<file path="src/rtl/ps2_packet_ctrl_if.sv">
// Packet output bus between ps2_packet_ctrl and the packet consumer.
`timescale 1ns/1ps
interface ps2_packet_ctrl_if;
  logic [23:0] pkt_data;
  logic        pkt_valid;
  logic        pkt_ready;

  // Producer side (the packet controller)
  modport master (
    output pkt_data,
    output pkt_valid,
    input  pkt_ready
  );

  // Consumer side
  modport slave (
    input  pkt_data,
    input  pkt_valid,
    output pkt_ready
  );
endinterface

</file>
<file path="src/rtl/ps2_packet_ctrl.sv">
// ps2_packet_ctrl: frames the PS/2 mouse byte stream into 3-byte packets and
// hands them to a consumer through a single-entry valid/ready output register.
// Byte 1 of a packet is recognised by bit 3 being set.  Packets completed while
// the output register is still occupied are dropped and counted (saturating).
// Optional macro PS2_TIMEOUT_EN: abandon a partial packet after TIMEOUT_CYCLES
// idle cycles and report it on sync_err.
`timescale 1ns/1ps
module ps2_packet_ctrl #(
  parameter int unsigned TIMEOUT_CYCLES = 1000,
  parameter int unsigned CNT_W          = 8
) (
  input  logic                 clk,
  input  logic                 resetn,
  input  logic [7:0]           in_byte,
  input  logic                 in_valid,
  ps2_packet_ctrl_if.master    pkt,
  output logic [CNT_W-1:0]     drop_cnt,
  output logic                 sync_err,
  output logic                 busy
);

  typedef enum logic [1:0] {
    BYTE1 = 2'd0,
    BYTE2 = 2'd1,
    BYTE3 = 2'd2
  } state_t;

  state_t      state;
  logic [7:0]  byte1;
  logic [7:0]  byte2;
  logic        out_free;
  logic        pop;
  logic        timeout_hit;

  // Output register can take a new packet if empty or being popped this edge
  assign pop      = pkt.pkt_valid & pkt.pkt_ready;
  assign out_free = ~pkt.pkt_valid | pkt.pkt_ready;
  assign busy     = (state != BYTE1);

`ifdef PS2_TIMEOUT_EN
  localparam int unsigned IDLE_W = (TIMEOUT_CYCLES > 2) ? $clog2(TIMEOUT_CYCLES) : 1;

  logic [IDLE_W-1:0] idle_cnt;

  // Expiry only counts when no byte arrives; an arriving byte always wins
  assign timeout_hit = ~in_valid & (state != BYTE1) &
                       (idle_cnt == IDLE_W'(TIMEOUT_CYCLES - 1));

  // Idle cycles spent holding a partial packet
  always_ff @(posedge clk or negedge resetn) begin
    if (!resetn) begin
      idle_cnt <= '0;
    end else if (in_valid || (state == BYTE1) || timeout_hit) begin
      idle_cnt <= '0;
    end else begin
      idle_cnt <= idle_cnt + IDLE_W'(1);
    end
  end
`else
  assign timeout_hit = 1'b0;
`endif

  // Packet framing FSM with registered output packet, drop counter and sync error
  always_ff @(posedge clk or negedge resetn) begin
    if (!resetn) begin
      state         <= BYTE1;
      byte1         <= '0;
      byte2         <= '0;
      pkt.pkt_data  <= '0;
      pkt.pkt_valid <= 1'b0;
      drop_cnt      <= '0;
      sync_err      <= 1'b0;
    end else begin
      sync_err <= 1'b0;
      if (pop) begin
        pkt.pkt_valid <= 1'b0;
      end
      if (in_valid) begin
        case (state)
          BYTE1: begin
            if (in_byte[3]) begin
              byte1 <= in_byte;
              state <= BYTE2;
            end else begin
              sync_err <= 1'b1;
            end
          end
          BYTE2: begin
            byte2 <= in_byte;
            state <= BYTE3;
          end
          BYTE3: begin
            state <= BYTE1;
            if (out_free) begin
              // A completion on the same edge as a pop refills the register
              pkt.pkt_data  <= {byte1, byte2, in_byte};
              pkt.pkt_valid <= 1'b1;
            end else if (drop_cnt != {CNT_W{1'b1}}) begin
              drop_cnt <= drop_cnt + CNT_W'(1);
            end
          end
          default: state <= BYTE1;
        endcase
      end else if (timeout_hit) begin
        state    <= BYTE1;
        sync_err <= 1'b1;
      end
    end
  end

endmodule

</file>
<file path="src/flat_wrapper.sv">
// flat-port wrapper written by rule: the top's interface ports become plain ports
module ps2_packet_ctrl_flat 
#(
  parameter int unsigned TIMEOUT_CYCLES = 1000,
  parameter int unsigned CNT_W          = 8
)
  (clk, resetn, in_byte, in_valid, drop_cnt, sync_err, busy, pkt_pkt_data, pkt_pkt_valid, pkt_pkt_ready);
  ps2_packet_ctrl_if pkt_i ();
  input  logic clk;
  input  logic resetn;
  input  logic [7:0] in_byte;
  input  logic in_valid;
  output logic [CNT_W-1:0] drop_cnt;
  output logic sync_err;
  output logic busy;
  output wire logic [$bits(pkt_i.pkt_data)-1:0] pkt_pkt_data;
  output wire logic [$bits(pkt_i.pkt_valid)-1:0] pkt_pkt_valid;
  input wire logic [$bits(pkt_i.pkt_ready)-1:0] pkt_pkt_ready;
  assign pkt_pkt_data = pkt_i.pkt_data;
  assign pkt_pkt_valid = pkt_i.pkt_valid;
  assign pkt_i.pkt_ready = pkt_pkt_ready;
  ps2_packet_ctrl #(.TIMEOUT_CYCLES(TIMEOUT_CYCLES), .CNT_W(CNT_W)) u_core (.clk(clk), .resetn(resetn), .in_byte(in_byte), .in_valid(in_valid), .pkt(pkt_i), .drop_cnt(drop_cnt), .sync_err(sync_err), .busy(busy));
endmodule
</file>
<file path="config.mk">
export PLATFORM = sky130hd
export DESIGN_NAME = ps2_packet_ctrl_flat
export DESIGN_NICKNAME = d
export VERILOG_FILES = /design/src/rtl/ps2_packet_ctrl_if.sv /design/src/rtl/ps2_packet_ctrl.sv /design/src/flat_wrapper.sv
export SDC_FILE = /design/constraint.sdc
export NUM_CORES = 1
export LEC_CHECK = 0
export CAP_MARGIN = 25
export CORE_ASPECT_RATIO = 1.5
export CORE_UTILIZATION = 46
export CTS_BUF_LIST = sky130_fd_sc_hd__clkbuf_4 sky130_fd_sc_hd__clkbuf_8
export CTS_CLUSTER_DIAMETER = 50
export DETAILED_ROUTE_END_ITERATION = 10
export GPL_ROUTABILITY_DRIVEN = 0
export MAX_ROUTING_LAYER = met4
export PLACE_DENSITY = 0.77
export SLEW_MARGIN = 10
export SYNTH_ARGS = -nofsm -noshare
export SYNTH_HDL_FRONTEND = slang
export SYNTH_SLANG_ARGS = --single-unit
</file>
<file path="constraint.sdc">
create_clock -name clk -period 1.4 [get_ports clk]
set_clock_uncertainty 0.1 [all_clocks]
set_input_delay 0.14 -clock clk [delete_from_list [all_inputs] [get_ports clk]]
set_output_delay 0.14 -clock clk [all_outputs]
set_load 0.01 [all_outputs]
</file>
# Word level (Yosys, flattened, before mapping)
# Index checks and enable logic that the tools add are counted.
[totals] in_bits=12 reg_bits=52 elab_cells=32
[classes] mux=9 n_addsub=1 n_eq_ne=4 bitwise_logic=4 reduce_logical=7
[ops] cell="$add A8 B1 Y8 const B" n=1
[ops] cell="$ne A8 B8 Y1 const B" n=1
[ops] cell="$mux W1" n=7
[ops] cell="$reduce_and A3 Y1" n=2
[ops] cell="$pmux W2 S2" n=1
[ops] cell="$reduce_and A2 Y1" n=2
[ops] cell="$reduce_and A4 Y1" n=1
[ops] cell="$eq A2 B1 Y1 const B" n=1
[ops] cell="$eq A2 B2 Y1 const B" n=1
[ops] cell="$logic_not A2 Y1" n=1
[ops] cell="$mux W2" n=1
[ops] cell="$ne A2 B2 Y1 const B" n=1
[ops] cell="$not A1 Y1" n=2
[ops] cell="$reduce_bool A2 Y1" n=1
[ops] cell="$and A1 B1 Y1" n=1
[ops] cell="$or A1 B1 Y1" n=1

# Depth between registers and ports, before layout
# Gate-level depths: netlist of run 1.
[depth] ltp_word=5 mapped_depth=5 ltp_nobuf=5

# Least setup slack after synthesis of run 1
# Ideal clock, no wire load.
[synth_path] kind="reg-to-reg" from="register u_core.pkt.pkt_valid" to="register u_core.pkt.pkt_data[5]" stages_incl_launch_ff=6 t_required_ns=1.175 setup_slack_ns=-0.177 t_arrival_ns=1.352 setup_time_ns=0.125 n_path_buf=2 synth_period_minus_slack_ns=1.577 cell_sequence="dfrtp_1 -> nand2b_1 -> nor2b_1 -> buf_6 -> buf_6 -> mux2_2"
[synth_via] elab_chain_cells=3
[synth_lines] element="start: declaration" line_no="ps2_packet_ctrl_if.sv:11" text="output pkt_valid,"
[synth_lines] element="start signal: assignment" line_no="ps2_packet_ctrl.sv:70" text="pkt.pkt_valid <= 1'b0;"
[synth_lines] element="start signal: assignment" line_no="ps2_packet_ctrl.sv:76" text="pkt.pkt_valid <= 1'b0;"
[synth_lines] element="start signal: assignment" line_no="ps2_packet_ctrl.sv:97" text="pkt.pkt_valid <= 1'b1;"
[synth_lines] element="$not A1 Y1" line_no="ps2_packet_ctrl.sv:37" text="assign out_free = ~pkt.pkt_valid | pkt.pkt_ready;"
[synth_lines] element="$or A1 B1 Y1" line_no="ps2_packet_ctrl.sv:37"
[synth_lines] element="$reduce_and A3 Y1 (no line)"
[synth_lines] element="end signal: assignment" line_no="ps2_packet_ctrl.sv:96" text="pkt.pkt_data <= {byte1, byte2, in_byte};"
[synth_lines] element="end: declaration" line_no="ps2_packet_ctrl_if.sv:10" text="output pkt_data,"
# Every way passes these cells.
# A chain may end at the register's enable or synchronous reset.

# Final worst setup path of run 1
[layout_path] from="register u_core.state[0]" to="register u_core.drop_cnt[5]"
[layout_via] elab_chain_cells=2
[layout_lines] element="start: declaration" line_no="ps2_packet_ctrl.sv:28" text="state_t state;"
[layout_lines] element="start signal: assignment" line_no="ps2_packet_ctrl.sv:66" text="state <= BYTE1;"
[layout_lines] element="start signal: assignment" line_no="ps2_packet_ctrl.sv:83" text="state <= BYTE2;"
[layout_lines] element="start signal: assignment" line_no="ps2_packet_ctrl.sv:90" text="state <= BYTE3;"
[layout_lines] element="$eq A2 B2 Y1" line_no="ps2_packet_ctrl.sv:79" text="case (state)"
[layout_lines] element="$reduce_and A4 Y1 (no line)"
[layout_lines] element="end signal: assignment" line_no="ps2_packet_ctrl.sv:99" text="drop_cnt <= drop_cnt + CNT_W'(1);"
[layout_lines] element="end: declaration" line_no="ps2_packet_ctrl.sv:17" text="output logic [CNT_W-1:0] drop_cnt,"
# Every way passes these cells.

==> flow_summary.json, run 1 <==
{
  "outcome": "complete, but fails checks",
  "violations": "negative setup slack",
  "cp-end-kind": "flop",
  "wire_per_inst_um": 17.9,
  "drt_iter0_drc": 32,
  "placed_cell_area_um2": 2850,
  "die_h_um": 84.0,
  "path_class": "reg -> reg",
  "area_growth_pct": 54.9,
  "antenna_found_initial": 0,
  "fin_setup_tns_ns": -10.26,
  "seq_area_frac_synth_pct": 63.1,
  "grt_pass1_wl_um": 7760,
  "syn_area_per_cell_um2": 15.0,
  "vdd_drop_max_v": 0.00146,
  "fin_crit_ns": 1.69,
  "reg2reg_setup_slack_ns": -0.29,
  "die_w_um": 56.7,
  "fin_ws_ns": -0.286,
  "seqPwrFrac_pct": 46.5,
  "drc": 0,
  "total_power_w": 0.00510,
  "num_antenna_cells": 0,
  "p_leak_nw": 1.59,
  "crit_start": "u_core.state[0]",
  "htree_levels": 2,
  "crit_fanout": 4,
  "firstDrtPassIters": 4,
  "multi_input_area_um2": 916,
  "ant_nets": 0,
  "cts_tree": "yes",
  "cts_buffers": 5,
  "start_util_pct": 48.5,
  "avgViaCountPerCell": 5.35,
  "synth_top_area_share_pct": 63.1,
  "relSlewSlack_pct": 80.4,
  "yosysTopAreaCell": "dfrtp_1",
  "nFillCells": 262,
  "hp-class": "in -> async",
  "p_switching_w": 0.00149,
  "setup_viol": 50,
  "p_per_area_nw_per_um2": 1600,
  "hold_viol": 0,
  "final_nets": 245,
  "synthTopCellsByArea": "dfrtp_1, mux2_2, buf_6, nand3_1, nand3b_4",
  "swShare_pct": 29.2,
  "ios": 47,
  "clockBufferDepth": 2,
  "syn_inst": 137,
  "clkPwrFrac_pct": 16.3,
  "ys_types": 28,
  "coreArea_um2": 4250,
  "syn_nets": 150,
  "synth_seq_cells": 52,
  "cts.clk_slew.worst_paths_ns": 0.09,
  "worstSkewPairLatency_ns": 0.31,
  "worstPathRequired_ns": 1.49,
  "reg2reg_from": "u_core.state[0]",
  "comb_power_share_pct": 37.1,
  "cp.arrival_ns": 1.78,
  "cp-start-kind": "flop",
  "overflow": 0,
  "maxCapViolations": 0,
  "drv_slew": 0,
  "grt_max_degree": 42,
  "fmax_ghz": 0.593,
  "num_rows": 29,
  "regArea_um2": 1310,
  "die-area_um2": 4760,
  "grt_setup_unrepaired": "yes",
  "totalWireLength_um": 4980,
  "cts_sinks": 52,
  "stdcell_area_um2": 3190,
  "root_buffer": "clkbuf_8",
  "tightestPinTransition_ns": 0.294,
  "p_int_w": 0.00361,
  "vias": 1493,
  "post-dp-hpwl_um": 3070,
  "ys.warnings.count": 0,
  "drive_gt1_share_pct": 52.8,
  "io_buffers": 46,
  "synth_area_um2": 2060,
  "track_usage_pct": 22.5,
  "min_period_over_period_pct": 120,
  "grt_pass1_vias": 1551
}
-- worst paths after layout --
check                           cells past startpoint                  to
worst min register to register                      1     u_core.byte1[3]
worst max register to register                      6  u_core.drop_cnt[5]
max in group asynchronous                           3  u_core.drop_cnt[0]
worst max-delay path                                6  u_core.drop_cnt[5]
worst min-delay path                                2     u_core.byte1[5]
min in group clk                                    1     u_core.byte1[3]
-- metrics by stage --
stage | hold slack [ns] | util, % | setup WS, ns | std cells
2_1_floorplan | -0.256 | - | -0.121 | 137
3_3_place_gp | -0.0666 | 67.2 | -0.414 | 248
3_5_place_dp | -0.0574 | 67.2 | -0.500 | 248
4_1_cts | 0.144 | 72.2 | -0.264 | 270
5_1_grt | 0.156 | 75.2 | -0.319 | 279
6_report | 0.135 | 75.2 | -0.286 | 279
-- placed cells by master (no fill, tap or decap), types with 2 or more instances in the layout --
| cell type | netlist | final |
|---|---|---|
| buf_4 | 0 | 33 |
| dfrtp_2 | 0 | 4 |
| clkbuf_8 | 0 | 5 |
| nand4_1 | 3 | 3 |
| mux2_4 | 0 | 31 |
| mux2_2 | 40 | 10 |
| dfrtp_1 | 52 | 48 |
| a21oi_1 | 3 | 3 |
| nand2_1 | 4 | 2 |
| clkbuf_2 | 0 | 4 |
| clkinv_2 | 0 | 2 |
| nor2_4 | 0 | 3 |
| buf_2 | 1 | 3 |
| inv_1 | 3 | 3 |
| buf_12 | 0 | 3 |
| dlygate4sd2_1 | 0 | 28 |
| buf_6 | 3 | 9 |
| nand3_1 | 5 | 4 |
| nand2_2 | 0 | 2 |
| clkdlybuf4s50_1 | 0 | 10 |
-- synth_stat cells, drive strengths merged --
| cell type | count |
|---|---|
| dfrtp | 52 |
| mux2 | 41 |
| nand3 | 5 |
| buf | 4 |
| nand2 | 4 |
| a21oi | 3 |
| inv | 3 |
| nand4 | 3 |
| nor2 | 3 |
| and3 | 2 |
| nor3 | 2 |
| xnor2 | 2 |
| a211oi | 1 |
| a21o | 1 |
| a31oi | 1 |
| and4 | 1 |
| ha | 1 |
| mux2i | 1 |
| nand2b | 1 |
| nand3b | 1 |
| nor2b | 1 |
| o21a | 1 |
| o21ai | 1 |
| or2 | 1 |
| or4 | 1 |
-- sequential cells by signal, summed over array words and instances, names as in the netlist --
signal / count
u_core.pkt.pkt_data: 24
u_core.byte1: 8
u_core.byte2: 8
u_core.drop_cnt: 8
u_core.state: 2
u_core.pkt.pkt_valid: 1
u_core.sync_err: 1
-- power groups by stage --
stage               Clock (W)  Sequential (W)  Combinational (W)
floorplan                   0         0.00252           0.000786
finish               0.000833         0.00237            0.00189
global route         0.000910         0.00244            0.00202
CTS                  0.000854         0.00237            0.00181
global placement            0         0.00237            0.00190
detailed placement          0         0.00241            0.00197
-- kinds of logic (layout without fill, tap and decap cells) --
| kind of cell | count (synthesis) | in the layout | share of synthesized area, % |
|---|---|---|---|
| flops | 52 | 52 | 63.1 |
| mux | 42 | 42 | 22.9 |
| simple gates | 25 | 25 | 7.71 |
| fa+ha+maj | 1 | 1 | 0.607 |
| compound gates | 8 | 8 | 2.37 |
| buf+inv | 7 | 103 | 2.43 |
| xor+xnor | 2 | 2 | 0.850 |
-- what timing repair did --
item                       CTS  global route
setup buffers               13             9
hold endpoints to repair    52             0
hold buffers                 1             0
setup endpoints to repair   81            53
pin swaps                    7             5
resized for setup           64            29
-- routing by layer --
layer	share of wire, %	global-route usage (%)
met1	39	25.4
met2	54	37.5
met3	4.2	5.12
met4	2.4	9.76
met5	0	-
-- worst max-delay path, stage by stage, from the launching register on --
cell and delay, ns:
dfrtp_1 0.41, buf_6 0.13, nand3b_4 0.18, buf_6 0.16, nor3_4 0.20, nand3_2 0.09, mux2_4 0.30
-- layout make-up --
type / instances / area share [%]
Inverter: 3 / 0.353
Tap cell: 46 / 1.80
Sequential cell: 52 / 40.9
Multi-Input combinational cell: 78 / 28.7
Timing Repair Buffer: 92 / 25.5
Clock inverter: 3 / 0.588
Clock buffer: 5 / 2.16
Power figures use the tool's default switching activity.
==> run 2, diff against run 1 <==
CTS_CLUSTER_DIAMETER = default   (was 50)
==> results of run 2 <==
Final layout, timing and power as in run 1 (identical DEF).
